### src/rtl/rr_arbiter_4.sv
// Four-requester round-robin arbiter with a bounded hold time.
// Grants are registered and presented both as a binary index and as the
// matching one-hot vector. A rotating pointer gives fair ordering. A hold
// counter forces a hand-over when an owner keeps the resource while others wait.
module rr_arbiter_4 #(
    parameter int MAX_HOLD = 4
) (
    input  logic       clk,
    input  logic       rst_n,
    input  logic [3:0] req,
    output logic [3:0] gnt,
    output logic [1:0] gnt_idx,
    output logic       gnt_valid
);

    typedef enum logic [0:0] {
        IDLE = 1'b0,
        BUSY = 1'b1
    } state_t;

    // Hold count at which a contended owner must give up the grant.
    localparam logic [3:0] HOLD_LIMIT = 4'(MAX_HOLD - 1);

    state_t      state_reg;
    logic [1:0]  ptr_reg;
    logic [3:0]  hold_cnt_reg;

    // Scan order: from ptr when idle, from the owner's successor when busy.
    logic [1:0]  scan_base;
    logic [1:0]  scan_idx [4];
    logic [3:0]  scan_hit;
    logic        win_found;
    logic [1:0]  win_idx;
    logic        owner_req;

    // Select where the priority scan starts.
    always_comb begin
        scan_base = (state_reg == BUSY) ? (gnt_idx + 2'd1) : ptr_reg;
    end

    // One scan slot per rotation step. While busy, the current owner is
    // never a candidate. When the owner releases, its request bit is already
    // low. When it is forced out, it must not win again.
    generate
        for (genvar gi = 0; gi < 4; gi++) begin : g_scan
            assign scan_idx[gi] = scan_base + 2'(gi);
            assign scan_hit[gi] = req[scan_idx[gi]] &&
                                  !((state_reg == BUSY) && (scan_idx[gi] == gnt_idx));
        end
    endgenerate

    // Pick the first hit in scan order. Iterate downward so the lowest slot wins.
    always_comb begin
        win_found = 1'b0;
        win_idx   = scan_base;
        for (int i = 3; i >= 0; i--) begin
            if (scan_hit[i]) begin
                win_found = 1'b1;
                win_idx   = scan_idx[i];
            end
        end
    end

    // Record whether the current owner is still requesting.
    always_comb begin
        owner_req = req[gnt_idx];
    end

    // Arbitration state machine with registered grant outputs.
    always_ff @(posedge clk or negedge rst_n) begin
        if (!rst_n) begin
            state_reg    <= IDLE;
            ptr_reg      <= 2'd0;
            hold_cnt_reg <= 4'd0;
            gnt          <= 4'b0000;
            gnt_idx      <= 2'b00;
            gnt_valid    <= 1'b0;
        end else begin
            case (state_reg)
                IDLE: begin
                    if (win_found) begin
                        state_reg    <= BUSY;
                        gnt_idx      <= win_idx;
                        gnt          <= 4'b0001 << win_idx;
                        gnt_valid    <= 1'b1;
                        hold_cnt_reg <= 4'd0;
                    end
                end
                BUSY: begin
                    if (!owner_req) begin
                        // Release: move priority past the owner and hand over
                        // with no idle cycle if anyone else is waiting.
                        ptr_reg <= gnt_idx + 2'd1;
                        if (win_found) begin
                            gnt_idx      <= win_idx;
                            gnt          <= 4'b0001 << win_idx;
                            hold_cnt_reg <= 4'd0;
                        end else begin
                            state_reg    <= IDLE;
                            gnt          <= 4'b0000;
                            gnt_valid    <= 1'b0;
                            hold_cnt_reg <= 4'd0;
                        end
                    end else if (!win_found || (hold_cnt_reg < HOLD_LIMIT)) begin
                        // Keep the grant. The counter saturates so that a long
                        // uncontended run hands over as soon as contention appears.
                        if (hold_cnt_reg != 4'hF) begin
                            hold_cnt_reg <= hold_cnt_reg + 4'd1;
                        end
                    end else begin
                        // Forced hand-over after the maximum contended hold.
                        ptr_reg      <= gnt_idx + 2'd1;
                        gnt_idx      <= win_idx;
                        gnt          <= 4'b0001 << win_idx;
                        hold_cnt_reg <= 4'd0;
                    end
                end
                default: begin
                    state_reg <= IDLE;
                    gnt       <= 4'b0000;
                    gnt_valid <= 1'b0;
                end
            endcase
        end
    end

endmodule

### config.mk
export PLATFORM = sky130hd
export DESIGN_NAME = rr_arbiter_4
export DESIGN_NICKNAME = d
export VERILOG_FILES = /design/src/rtl/rr_arbiter_4.sv
export SDC_FILE = /design/constraint.sdc
export NUM_CORES = 1
export LEC_CHECK = 0
export BUFFER_PORTS_ARGS = -buffer_cell sky130_fd_sc_hd__buf_2
export CORE_UTILIZATION = 57
export CTS_CLUSTER_SIZE = 20
export DETAILED_ROUTE_END_ITERATION = 12
export GPL_TIMING_DRIVEN = 0
export PLACE_DENSITY = 0.75
export SETUP_SLACK_MARGIN = 0.02
export SLEW_MARGIN = 25
export SYNTH_ARGS = -nofsm -noshare
export SYNTH_HDL_FRONTEND = slang
export SYNTH_SLANG_ARGS = --single-unit
### constraint.sdc
create_clock -name clk -period 2.9 [get_ports clk]
set_clock_uncertainty 0.2 [all_clocks]
set_input_delay 0.29 -clock clk [delete_from_list [all_inputs] [get_ports clk]]
set_output_delay 0.29 -clock clk [all_outputs]
set_load 0.1 [all_outputs]
-- Word-level counts from Yosys, hierarchy flattened
Cells that the tools add are included.
- flip-flop bits (word level): 14
- bits of input ports: 6
- output and inout port bits: 7
- logic and storage cells: 90
- add/sub/neg operators: 5
- magnitude comparators: 6
- eq/ne operators: 11
- shift operators: 1
- multiplexer cells: 42
- bitwise gates (word level): 1
- reduce and logical (&&, ||, !) cells: 18
- operators by type and width (kind ; number):
    $mux W4 ; 8
    $mux W2 ; 10
    $pmux W4 S2 ; 2
    $lt A2 B3 Y1 const B ; 5
    $mux W1 ; 14
    $bmux W1 S2 ; 5
    $eq A2 B2 Y1 ; 4
    $logic_and A1 B1 Y1 ; 8
    $ne A2 B2 Y1 const B ; 4
    $reduce_and A2 Y1 ; 3
    $logic_not A1 Y1 ; 5
    $add A2 B1 Y2 const B ; 2
    $add A2 B2 Y2 const B ; 2
    $add A4 B1 Y4 const B ; 1
    $lt A4 B2 Y1 const B ; 1
    $ne A4 B3 Y1 const B ; 1
    $ne A4 B4 Y1 const B ; 1
    $pmux W1 S2 ; 2
    $pmux W2 S2 ; 1
    $shl A1 B2 Y4 const A ; 1
    $ne A3 B3 Y1 const B ; 1
    $reduce_and A3 Y1 ; 1
    $logic_or A1 B1 Y1 ; 1
    $not A1 Y1 ; 1

-- Logic depth before layout (Yosys ltp)
- depth in word-level cells: 16
- mapped depth: 8

-- Least setup slack after synthesis
OpenSTA, ideal clock, no wires.
- kind: register to register
- start point: register gnt_idx[0]
- end point: register gnt_idx[0]
- library setup time: 0.125 ns
- arrival: 2.557 ns
- path slack: 0.018 ns
- stages on the path, launching flop included: 8
- period minus slack after synthesis: 2.882 ns
- cells stage by stage: dfrtp_1 buf_2 xnor2_1 a21oi_1 mux2i_1 a31oi_1 a221o_1 mux2_2
- cells in the longest elaborated chain, start to end: 14
- elaborated cells between the ends (all ways): 46
- those cells by class: add/sub (4); eq/ne (5); mux (23); reduce/logical (14)
- ends and longest elaborated chain (item ; line ; RTL):
    from (decl) ; 12 ; output logic [1:0] gnt_idx,
    from (signal assigned) ; 83 ; gnt_idx <= win_idx;
    from (signal assigned) ; 95 ; gnt_idx <= win_idx;
    from (signal assigned) ; 113 ; gnt_idx <= win_idx;
    $add A2 B1 Y2 ; 38 ; scan_base = (state_reg == BUSY) ? (gnt_idx + 2'd1) : ptr_reg;
    $mux W2 ; 38 ;
    $add A2 B2 Y2 ; 46 ; assign scan_idx[gi] = scan_base + 2'(gi);
    $eq A2 B2 Y1 ; 48 ; !((state_reg == BUSY) && (scan_idx[gi] == gnt_idx));
    $logic_and A1 B1 Y1 ; 48 ;
    $logic_not A1 Y1 ; 48 ;
    $logic_and A1 B1 Y1 ; 47 ; assign scan_hit[gi] = req[scan_idx[gi]] &&
    $mux W2 / $mux W1 (equally long branches) (4 in a row) ; 57 ; if (scan_hit[i]) begin
    $mux W2, or another cell as far along ; 81, 94 ;
    $mux W2 / $logic_or A1 B1 Y1 (equally long branches) ; 90, 104 ;
    $pmux W2 S2 / $ne A3 B3 Y1 (equally long branches) ; - ;
Several ways; a longest one is shown, not always the timed one. The select of a mux whose other input is x is not followed.
A chain may end at the register's enable or synchronous reset.

-- Final worst setup path
- start point: register gnt_idx[1]
- end point: register gnt_idx[0]
The elaborated chain is that of the path after synthesis.

==> metrics.txt <==
status complete, no violations; DRT Pass-1 Iters 4; post-synthesis average cell area approximately 8.0 um^2; Final ANT Viol Nets 0; Core Box Area about 2000 um^2; die width between 40 and 50 um; CP bufs+invs 0; DPL Wire Length ~2000 um; register area share after synthesis between 20% and 30%; Ys Warns 0; Worst path slowest cell o21ai_1; number of synthesized flops with an enable pin 0; Via density approximately 6; Num CTS Buffers 3; clk sinks 14; Initial Util about three fifths; Crit path required time around 2.9 ns; synthesized area 1180 um^2; I/O Buffers 9; placer's final routability congestion estimate 0.936; Die Ht roughly 47 um; initial antenna violation count 0; Root Buffer clkbuf_4; first-pass GRT wire length between 4000 and 5000 um; final hold violation count 0; fraction of layout cells with a size suffix above 1 18.6%; HP Class in -> async; crit-path max FO 9; DRT iter0 DRCs 35; Skew-Pair Late Insertion Delay ~0.27 ns; wire per inst about 14 um; die area 2260 um^2; Commonest cells post-synth dfrtp_1 (14), o21ai_0 (13), nand3_1 (12); antenna cells 0; DP Cell Count about 180; Yosys cell types between 40 and 50; Max Freq 398 MHz; Net count, final between 150 and 200; area share of the largest cell type after synthesis between 20% and 30%; WHS 0.228 ns; cell with the most instances after synthesis dfrtp_1; CP top delay family compound AO/OA/AOI/OAI gates; I/O pins 13; ys async rst share 100%; Arr. time, crit path between 2 and 2.5 ns; htree depth 1; critical setup path kind reg -> reg; crit-path max cell delay ~0.50 ns; GRT Residual Overflow 0; # setup viols final 0; P&R area growth vs syn 10.7%; min Tclk post-route approximately 2.5 ns; Worst Max-Slew Pin Slew roughly 0.63 ns; final cell count without fillers between 150 and 200; Row Count 16; max-cap viol count 0; Reg clk slew, reported paths approximately 0.080 ns; worst-path cell chain mux2_2, o21ai_1, nor3_1, o22ai_1, mux2_2; RSZ-0062 raised after global routing false; gr usage total between 20% and 30%; Post-Syn Nets approximately 150; Worst setup SP type register; Synth area leaders dfrtp_1 (30%), o21ai_0 (5.5%), mux2i_1 (5.1%); Slew Limit Fails 0; DRC Markers 0; CTS tree built; ratio of final minimum period to clock period between 80% and 90%; Setup Total Neg Slack 0 ns; area leader, netlist dfrtp_1; cell mode on critical path mux2_2; final wirelength about 2700 um; vias approximately 1.1k; Post-Synthesis Cells 147; largest net degree at the start of global routing 15; endpoint class of the critical path register; Post-synth top flop dfrtp_1; Synth Register Bits 14; vias in the first global route 942; clock buffer depth 2; Worst slew margin 57.7%
==> layout by cell type, fill, tap and decap left out, types with 4 or more instances in the layout <==
master and instances:
buf_2 14, o21ai_0 13, dfrtp_1 13, nand3_1 12
nor2_1 10, nand2_1 9, inv_1 8, a31oi_1 6
a21oi_1 6, mux2i_1 6, clkbuf_1 5, nand2b_1 4
==> per-stage QoR <==
stage          setup slack [ns]  area (um^2)  utilization, %
2_1_floorplan             0.122         1180               -
3_3_place_gp              0.460         1260            64.2
3_5_place_dp              0.443         1260            64.2
4_1_cts                   0.414         1310            66.6
5_1_grt                   0.218         1310            66.6
6_report                  0.385         1310            66.6
==> routing by layer <==
metal | up-vias | routed length, um | track usage [%]
met1 | 535 | 1240 | 35.5
met5 | - | 0 | 0
met4 | 0 | 16 | 8.00
li1 | 569 | - | -
met2 | 27 | 1260 | 40.3
met3 | 2 | 134 | 4.53
==> worst paths after layout <==
check / startpoint / end / slack, ns / cells after the start
setup / recovery: gnt_idx[1] / gnt_idx[0] / 0.38 / 5
hold / removal: rst_n / ptr_reg[0] / 0.23 / 2
setup reg to reg: gnt_idx[1] / gnt_idx[0] / 0.38 / 5
hold reg to reg: gnt[1] / gnt[1] / 0.29 / 1
max in group asynchronous: rst_n / gnt_idx[0] / 2.01 / 2
min in group clk: gnt[1] / gnt[1] / 0.29 / 1
==> logic make-up (layout without fill, tap and decap cells) <==
family          Yosys count  in the layout  synth area share [%]
simple gates             58             58                  28.1
compound gates           44             44                  24.8
buf+inv                  20             34                  7.85
flops                    14             14                  29.7
mux                       8              8                  7.00
xor+xnor                  2              2                  1.48
fa+ha+maj                 1              1                  1.06
==> worst reg2reg max path: stages, from the launching register on <==
cell,delay (ns)
dfrtp_1,0.42
mux2_2,0.35
o21ai_1,0.50
nor3_1,0.15
o22ai_1,0.40
mux2_2,0.39
==> repair_timing <==
item,4_1_cts,5_1_grt
hold endpoints to repair,14,0
resized for setup,0,0
hold buffers,1,0
buffers inserted,0,0
endpoints found under the setup margin,0,0
==> final cells by class <==
type | count | area [um^2]
repair buffers | 10 | 55.1
clock buffers | 4 | 36.3
inverters | 8 | 30.0
fillers | 198 | 656
well taps | 27 | 33.8
flip-flops and latches | 14 | 352
plain buffers | 12 | 62.6
multi-input cells | 113 | 737
Power is left out: the tool's default activity adds up to more than one toggle a clock period on the data nets, which glitch-free logic cannot reach.
